`src/rtl/uart_tx.sv`:
```
// uart_tx: 8N1 UART transmitter, LSB first, 1 or 2 stop bits.
// A one-byte holding register lets the next byte be accepted mid-frame,
// so back-to-back frames leave the line with no idle gap.
//
// Ports:
//   clk           system clock, rising edge
//   resetn        asynchronous active-low reset
//   uart_tx_en    byte-valid strobe, accepted when uart_tx_ready is 1
//   uart_tx_data  byte to send, sampled on the accept edge
//   uart_tx_ready holding register empty
//   uart_tx_busy  frame on the line or byte waiting in the holding register
//   uart_txd      TX pin, idles high, driven from a flop
module uart_tx #(
    parameter int BIT_RATE  = 9600,
    parameter int CLK_HZ    = 50000000,
    parameter int STOP_BITS = 1
) (
    input  logic       clk,
    input  logic       resetn,
    input  logic       uart_tx_en,
    input  logic [7:0] uart_tx_data,
    output logic       uart_tx_ready,
    output logic       uart_tx_busy,
    output logic       uart_txd
);

    localparam int CYCLES_PER_BIT = CLK_HZ / BIT_RATE;
    localparam int CW = $clog2(CYCLES_PER_BIT);
    localparam logic [CW-1:0] BAUD_LAST = CW'(CYCLES_PER_BIT - 1);
    localparam logic STOP_LAST = (STOP_BITS == 2);

    generate
        if (CYCLES_PER_BIT < 2) begin : g_bad_rate
            $error("uart_tx: CLK_HZ / BIT_RATE must be at least 2");
        end
        if (STOP_BITS != 1 && STOP_BITS != 2) begin : g_bad_stop
            $error("uart_tx: STOP_BITS must be 1 or 2");
        end
    endgenerate

    typedef enum logic [1:0] {
        IDLE,
        START,
        DATA,
        STOP
    } state_t;

    state_t        state, state_d;
    logic [CW-1:0] baud_cnt, baud_d;
    logic [2:0]    bit_idx, bit_d;
    logic          stop_cnt, stop_d;
    logic [7:0]    hold_reg, hold_d;
    logic          hold_valid, hold_valid_d;
    logic [7:0]    shift_reg, shift_d;
    logic          txd_d;
    logic          baud_end;

    assign baud_end      = (baud_cnt == BAUD_LAST);
    assign uart_tx_ready = !hold_valid;
    assign uart_tx_busy  = (state != IDLE) | hold_valid;

    always_ff @(posedge clk or negedge resetn) begin
        if (!resetn) begin
            state      <= IDLE;
            baud_cnt   <= '0;
            bit_idx    <= '0;
            stop_cnt   <= 1'b0;
            hold_reg   <= '0;
            hold_valid <= 1'b0;
            shift_reg  <= '0;
            uart_txd   <= 1'b1;
        end else begin
            state      <= state_d;
            baud_cnt   <= baud_d;
            bit_idx    <= bit_d;
            stop_cnt   <= stop_d;
            hold_reg   <= hold_d;
            hold_valid <= hold_valid_d;
            shift_reg  <= shift_d;
            uart_txd   <= txd_d;
        end
    end

    always_comb begin
        state_d      = state;
        baud_d       = baud_cnt;
        bit_d        = bit_idx;
        stop_d       = stop_cnt;
        hold_d       = hold_reg;
        hold_valid_d = hold_valid;
        shift_d      = shift_reg;
        txd_d        = uart_txd;

        // Accept never coincides with a hold-to-shift load: the load
        // needs hold_valid, which holds uart_tx_ready low.
        if (uart_tx_en && uart_tx_ready) begin
            hold_d       = uart_tx_data;
            hold_valid_d = 1'b1;
        end

        unique case (state)
            IDLE: begin
                txd_d = 1'b1;
                if (hold_valid) begin
                    shift_d      = hold_reg;
                    hold_valid_d = 1'b0;
                    txd_d        = 1'b0;
                    baud_d       = '0;
                    state_d      = START;
                end
            end
            START: begin
                if (baud_end) begin
                    baud_d  = '0;
                    bit_d   = '0;
                    txd_d   = shift_reg[0];
                    state_d = DATA;
                end else begin
                    baud_d = baud_cnt + 1'b1;
                end
            end
            DATA: begin
                if (baud_end) begin
                    baud_d = '0;
                    if (bit_idx == 3'd7) begin
                        stop_d  = 1'b0;
                        txd_d   = 1'b1;
                        state_d = STOP;
                    end else begin
                        // The flop drives the bit that will be shift[0]
                        // after this shift.
                        shift_d = shift_reg >> 1;
                        txd_d   = shift_reg[1];
                        bit_d   = bit_idx + 3'd1;
                    end
                end else begin
                    baud_d = baud_cnt + 1'b1;
                end
            end
            STOP: begin
                if (baud_end) begin
                    baud_d = '0;
                    if (stop_cnt == STOP_LAST) begin
                        if (hold_valid) begin
                            // Next start bit follows with no idle cycle.
                            shift_d      = hold_reg;
                            hold_valid_d = 1'b0;
                            txd_d        = 1'b0;
                            state_d      = START;
                        end else begin
                            txd_d   = 1'b1;
                            state_d = IDLE;
                        end
                    end else begin
                        stop_d = 1'b1;
                    end
                end else begin
                    baud_d = baud_cnt + 1'b1;
                end
            end
            default: begin
                state_d = IDLE;
            end
        endcase
    end

endmodule
```
`config.mk`:
```
export PLATFORM = sky130hd
export DESIGN_NAME = uart_tx
export DESIGN_NICKNAME = d
export VERILOG_FILES = /design/src/rtl/uart_tx.sv
export SDC_FILE = /design/constraint.sdc
export NUM_CORES = 1
export LEC_CHECK = 0
export BUFFER_PORTS_ARGS = -buffer_cell sky130_fd_sc_hd__buf_2
export CAP_MARGIN = 20
export CORE_MARGIN = 2
export CORE_UTILIZATION = 54
export CTS_BUF_LIST = sky130_fd_sc_hd__clkbuf_2
export CTS_CLUSTER_SIZE = 24
export DETAILED_ROUTE_END_ITERATION = 8
export PLACE_DENSITY = 0.73
export SLEW_MARGIN = 20
export SYNTH_ARGS = -nofsm -noshare
export SYNTH_HDL_FRONTEND = slang
export SYNTH_SLANG_ARGS = --single-unit
```
`constraint.sdc`:
```
create_clock -name clk -period 7.12 [get_ports clk]
set_clock_uncertainty 0.2 [all_clocks]
set_input_delay 1.068 -clock clk [delete_from_list [all_inputs] [get_ports clk]]
set_output_delay 1.068 -clock clk [all_outputs]
set_load 0.05 [all_outputs]
```
==> metrics, run 1 <==
Area contributors post-synth dfrtp_1, mux2_2, mux2_4; gr usage total 0.1975; Synth cell types 34; unrepaired setup endpoints after global routing false; post-synth top area share 0.4593; Hold Violations, Final 0; critical path, cell by cell inv_1 > ha_1 > nor2b_1 > inv_1 > buf_2; max_slew headroom 0.4475; synth warn 0; CP required 5.85 ns; initial cell density of the core 0.5670; period utilisation layout 0.4637; Max Root-Sink Buffers 2; IO Count 14; drt drc 0; Fill cells 303; Worst Tran Pin Value 0.8288 ns; Pre-antenna DRT Iters 4; reg2reg setup slack 4.48 ns; CTS tree done; syn nets 189; Reg2Reg Capture Point shift_reg[6]; Worst Setup SP state[0]; FP Rows 21; CTS Buf Count 5; Post-DP HPWL 2449 um; H-tree Lvls 2; setup TNS 0 ns; LEAKAGE 0.0009512 uW; Via-to-Cell Ratio 5.777; Worst R2R Path Depth 5; final setup fails 0; vias in the first global route 1428; Post-DRT Antenna Nets 0; Slew Limit Fails 0; max incr delay on CP 0.48 ns; antenna violations before repair 0; 1st-iter DRT viols 67; critical path capture point type output pin; Port Buffers 13; commonest cells after routing, fill and taps aside dfrtp_1, mux2_2, buf_2, nand2_1; CTS Hold Bufs 0; non-filler cells, final 229; placed instance count 221; Die Y-Extent 63.43 um; flops & latches, synth 36; worst reg2reg startpoint state[0]; CP Capture Point uart_tx_busy; Die ar. 4023 um^2; Clk pin slew, worst setup/hold paths 0.19 ns; Yosys top cell by area dfrtp_1; Worst Setup Start Kind flip-flop; CP dominant cell by count inv_1; max reg flops 13; Nets 202; Post-Syn Instances 169; Ant. Diodes 0; post-CTS setup buffers 0; gpl congestion 0.8211; later-pin clock latency in the skew report 0.37 ns; PD cells 419.5 nW/um^2; commonest non-fill, non-tap cell in the layout dfrtp_1; Mapped Area 1907 um^2; Core Footprint 3363 um^2; Final WS setup 3.818 ns; Resized cells post-CTS 0; WS Path Type flip-flop to output pin; CP max stage cell dfrtp_1; Crit Path Max Fanout 12; largest net degree at the start of global routing 37; Post-Place Setup Slack 4.277 ns; VDD IR-drop max 0.2400 mV; gr ovfl total 0; footprint of the multi-input gates 943.4 um^2; CTS Sinks 36; crit path time final 3.302 ns; critical path arrival 2.03 ns; Horiz. Die Dim 63.43 um; first-pass GRT wire length 6230 um; max cap viols 0; Hold Path Class flip-flop to flip-flop; Register Area 902.1 um^2; DR vias 1323; CTS Root Buffer Type clkbuf_2; routed wire length 3436 um; Max Fclk 302.9 MHz; Area growth syn-to-layout 8.005%; outcome finished, final reports clean; post-synthesis sequential area ratio 0.4731; routed len/inst 15.00 um; Syn Area/Cell 11.28 um^2; layout cells sized above 1 0.2732
how the worst min path moves through the flow:
stage,from,to,slack (ns),cells past startpoint
after floorplan,hold_reg[7],hold_reg[7],0.27,1
after global routing,hold_reg[0],hold_reg[0],0.36,1
after global placement,hold_reg[2],hold_reg[2],0.29,1
after detailed placement,shift_reg[3],shift_reg[3],0.30,1
final,hold_reg[5],hold_reg[5],0.33,1
after CTS,shift_reg[7],shift_reg[7],0.34,1
synthesized netlist by cell type:
cell type and n:
a211o_1 2, or3_1 5, and4_1 2, inv_1 7, nor2_1 9, o211a_1 1
nand2b_1 2, buf_2 1, o21ai_0 9, or2_2 1, clkbuf_1 5, dfstp_2 1
a31oi_1 1, nor2b_1 3, ha_1 9, a21oi_1 7, o31ai_1 1, o32ai_1 1
xor2_1 7, or4_1 1, and2_1 1, and3_1 1, nand2_1 10, nor4b_2 1
nand4_1 5, a221o_1 1, mux2_4 8, mux2_2 17, dfrtp_1 35, buf_6 1
and4b_1 1, o311ai_0 3, nand3_1 9, and4bb_2 1
where the power goes:
group          internal (uW)  switching (uW)
sequential               277            50.8
combinational            203             205
clock                   60.5            67.5
layer usage:
metal	part of all wire	wire length, um	vias up	track usage
met2	0.52	1784	22	0.3566
met5	0	0	-	0
li1	-	-	633	-
met3	0.033	112	6	0.05179
met1	0.44	1500	662	0.2241
met4	0.011	38	0	0.06793
cells by family (layout without fill, tap and decap cells):
kind of cell,Yosys count,in the layout,synth area share
and+or+nand+nor,52,52,0.1529
DFF,36,36,0.4731
AOI/OAI and AO/OA,26,26,0.08728
muxes,25,25,0.1634
buffers and inverters,14,28,0.03215
adders and majority gates,9,9,0.05906
xor gates and xnor gates,7,7,0.03215
metrics by stage:
stage          hold slack (ns)  power (uW)  utilization  area [um^2]
3_5_place_dp            0.2954       740.0       0.5930         1994
3_3_place_gp            0.2859       715.8       0.5930         1994
5_1_grt                 0.3580       925.8       0.6124         2059
2_1_floorplan           0.2727       667.6            -         1907
4_1_cts                 0.3363       868.6       0.6124         2059
6_report                0.3292       864.0       0.6124         2059
area by class of cell:
type	count	area share
clock buffer	6	0.01458
clock inverter	2	0.01701
inverter	7	0.01276
multi-input combinational	119	0.4581
sequential	36	0.4380
tap	46	0.02795
timing repair buffer	13	0.03159
critical path, delay by kind of cell, from the launching register on:
| kind | cells | cell delay [ns] |
|---|---|---|
| fa+ha+maj | 1 | 0.26 |
| buf+inv | 3 | 0.74 |
| flops | 1 | 0.48 |
| simple gates | 1 | 0.18 |
(Power assumes the default switching activity.)
==> inputs of run 2 (changes only) <==
PLACE_DENSITY = 0.76   (was 0.73)
clock period = 2.7 ns   (was 7.12 ns; I/O delays follow)
==> run 2 against run 1 <==
Effect of this change:
- utilization rose by 1.8 points
- critical path depth is 1 higher
- non-clock buffer count is 9 higher
- clock power increased by 92%
- design area increased by 3.0%
- critical path type unchanged
- largest cell class unchanged
- largest power group unchanged
==> metrics, run 2 (synthesis results as in run 1) <==
Pre-antenna DRT Iters 4; Worst Setup Start Kind flip-flop; Hold Path Class primary input to flip-flop; Slew Limit Fails 0; critical path, cell by cell inv_1 > ha_1 > nor2b_2 > inv_1 > buf_4 > buf_2; unrepaired setup endpoints after global routing false; WS Path Type flip-flop to output pin; gr ovfl total 0; Post-DRT Antenna Nets 0; Clk pin slew, worst setup/hold paths 0.17 ns; later-pin clock latency in the skew report 0.39 ns; hold slack 0.04541 ns; commonest cells after routing, fill and taps aside dfrtp_1, mux2_2, buf_2, nand2_1; Post-DP HPWL 2539 um; Die Y-Extent 63.43 um; Max Root-Sink Buffers 2; CP max stage cell dfrtp_1; routed len/inst 14.74 um; Reg2Reg Capture Point state[1]; Post-Place Setup Slack 0.2880 ns; IO Count 14; Via-to-Cell Ratio 5.613; hold wc startpoint uart_tx_data[0]; Worst Setup SP state[0]; largest net degree at the start of global routing 37; critical path arrival 1.95 ns; Hold Violations, Final 0; Max Fclk 391.0 MHz; CTS Root Buffer Type clkbuf_2; critical path capture point type output pin; layout cells sized above 1 0.2865; Area after DPL 2024 um^2; Nets 211; max_slew headroom 0.4921; first-pass GRT wire length 6216 um; final setup fails 0; CTS Sinks 36; LEAKAGE 0.0009812 uW; period utilisation layout 0.9473; initial cell density of the core 0.5670; hold path depth 2; CTS Buf Count 5; non-filler cells, final 238; drt drc 0; max cap viols 0; Horiz. Die Dim 63.43 um; Final WS setup 0.1424 ns; Crit Path Max Fanout 11; Core Footprint 3363 um^2; outcome finished, final reports clean; antenna violations before repair 0; Ant. Diodes 0; VDD IR-drop max 0.6299 mV; placed instance count 225; gr usage total 0.2007; max reg flops 13; 1st-iter DRT viols 67; max incr delay on CP 0.47 ns; Die ar. 4023 um^2; crit path time final 2.558 ns; gpl congestion 0.8541; worst reg2reg startpoint state[0]; routed wire length 3509 um; vias in the first global route 1362; Port Buffers 13; fin area 2121 um^2; setup TNS 0 ns; Worst Tran Pin Value 0.7618 ns; commonest non-fill, non-tap cell in the layout dfrtp_1; Area growth syn-to-layout 11.22%; DR vias 1336; reg2reg setup slack 0.26 ns; FP Rows 21; Worst R2R Path Depth 6; hold endpoint hold_reg[0]; H-tree Lvls 2; CP dominant cell by count inv_1; CTS tree done; PD cells 1052 nW/um^2; CP required 2.10 ns
run 2: power by group:
group	switching (uW)	total, uW	internal, uW	leakage (uW)
sequential	143	874	731	0.000455
combinational	539	1110	573	0.000494
clock	184	246	62.5	0.0000327
run 2: area by class of cell:
type / instances / area [um^2]
Clock buffer: 5 / 25.02
Clock inverter: 3 / 18.77
Tap cell: 46 / 57.56
Inverter: 7 / 26.28
Fill cell: 298 / 1242
Multi-Input combinational cell: 119 / 945.9
Sequential cell: 36 / 902.1
Timing Repair Buffer: 22 / 145.1
run 2: how the worst max path moves through the flow:
| stage | slack, ns | cells after the start | to |
|---|---|---|---|
| global placement | 0.41 | 6 | state[1] |
| detailed placement | 0.29 | 6 | state[1] |
| finish | 0.14 | 6 | uart_tx_busy |
| global route | 0.004 | 6 | uart_tx_busy |
| CTS | 0.08 | 6 | uart_tx_busy |
| floorplan | 0.28 | 8 | baud_cnt[11] |
run 2: what timing repair did:
action | in CTS | in global routing
gates resized for setup | 0 | 1
setup buffers | 0 | 0
hold endpoints to repair | 35 | 4
hold buffers | 1 | 4
setup endpoints to repair | 0 | 1
run 2: critical path: cells and delay by family (launching register included):
kind	cells	cell delay (ns)
AND/OR/NAND/NOR	1	0.19
buffers and inverters	4	0.65
adder cells (fa/ha/maj)	1	0.27
flip-flops	1	0.47
run 2: routing by layer:
metal  global-route usage  wire length (um)  vias to the layer above  share of wire
met5                    0                 0                        -              0
met4              0.08152                59                        0          0.017
met3              0.06071               134                        6          0.038
met2               0.3303              1707                       23           0.49
met1               0.2459              1608                      651           0.46
li1                     -                 -                      656              -
run 2: stage by stage:
stage / total power (uW) / utilization
2_1_floorplan: 1760 / -
3_3_place_gp: 1916 / 0.6019
3_5_place_dp: 1991 / 0.6019
4_1_cts: 2244 / 0.6179
5_1_grt: 2406 / 0.6306
6_report: 2232 / 0.6306
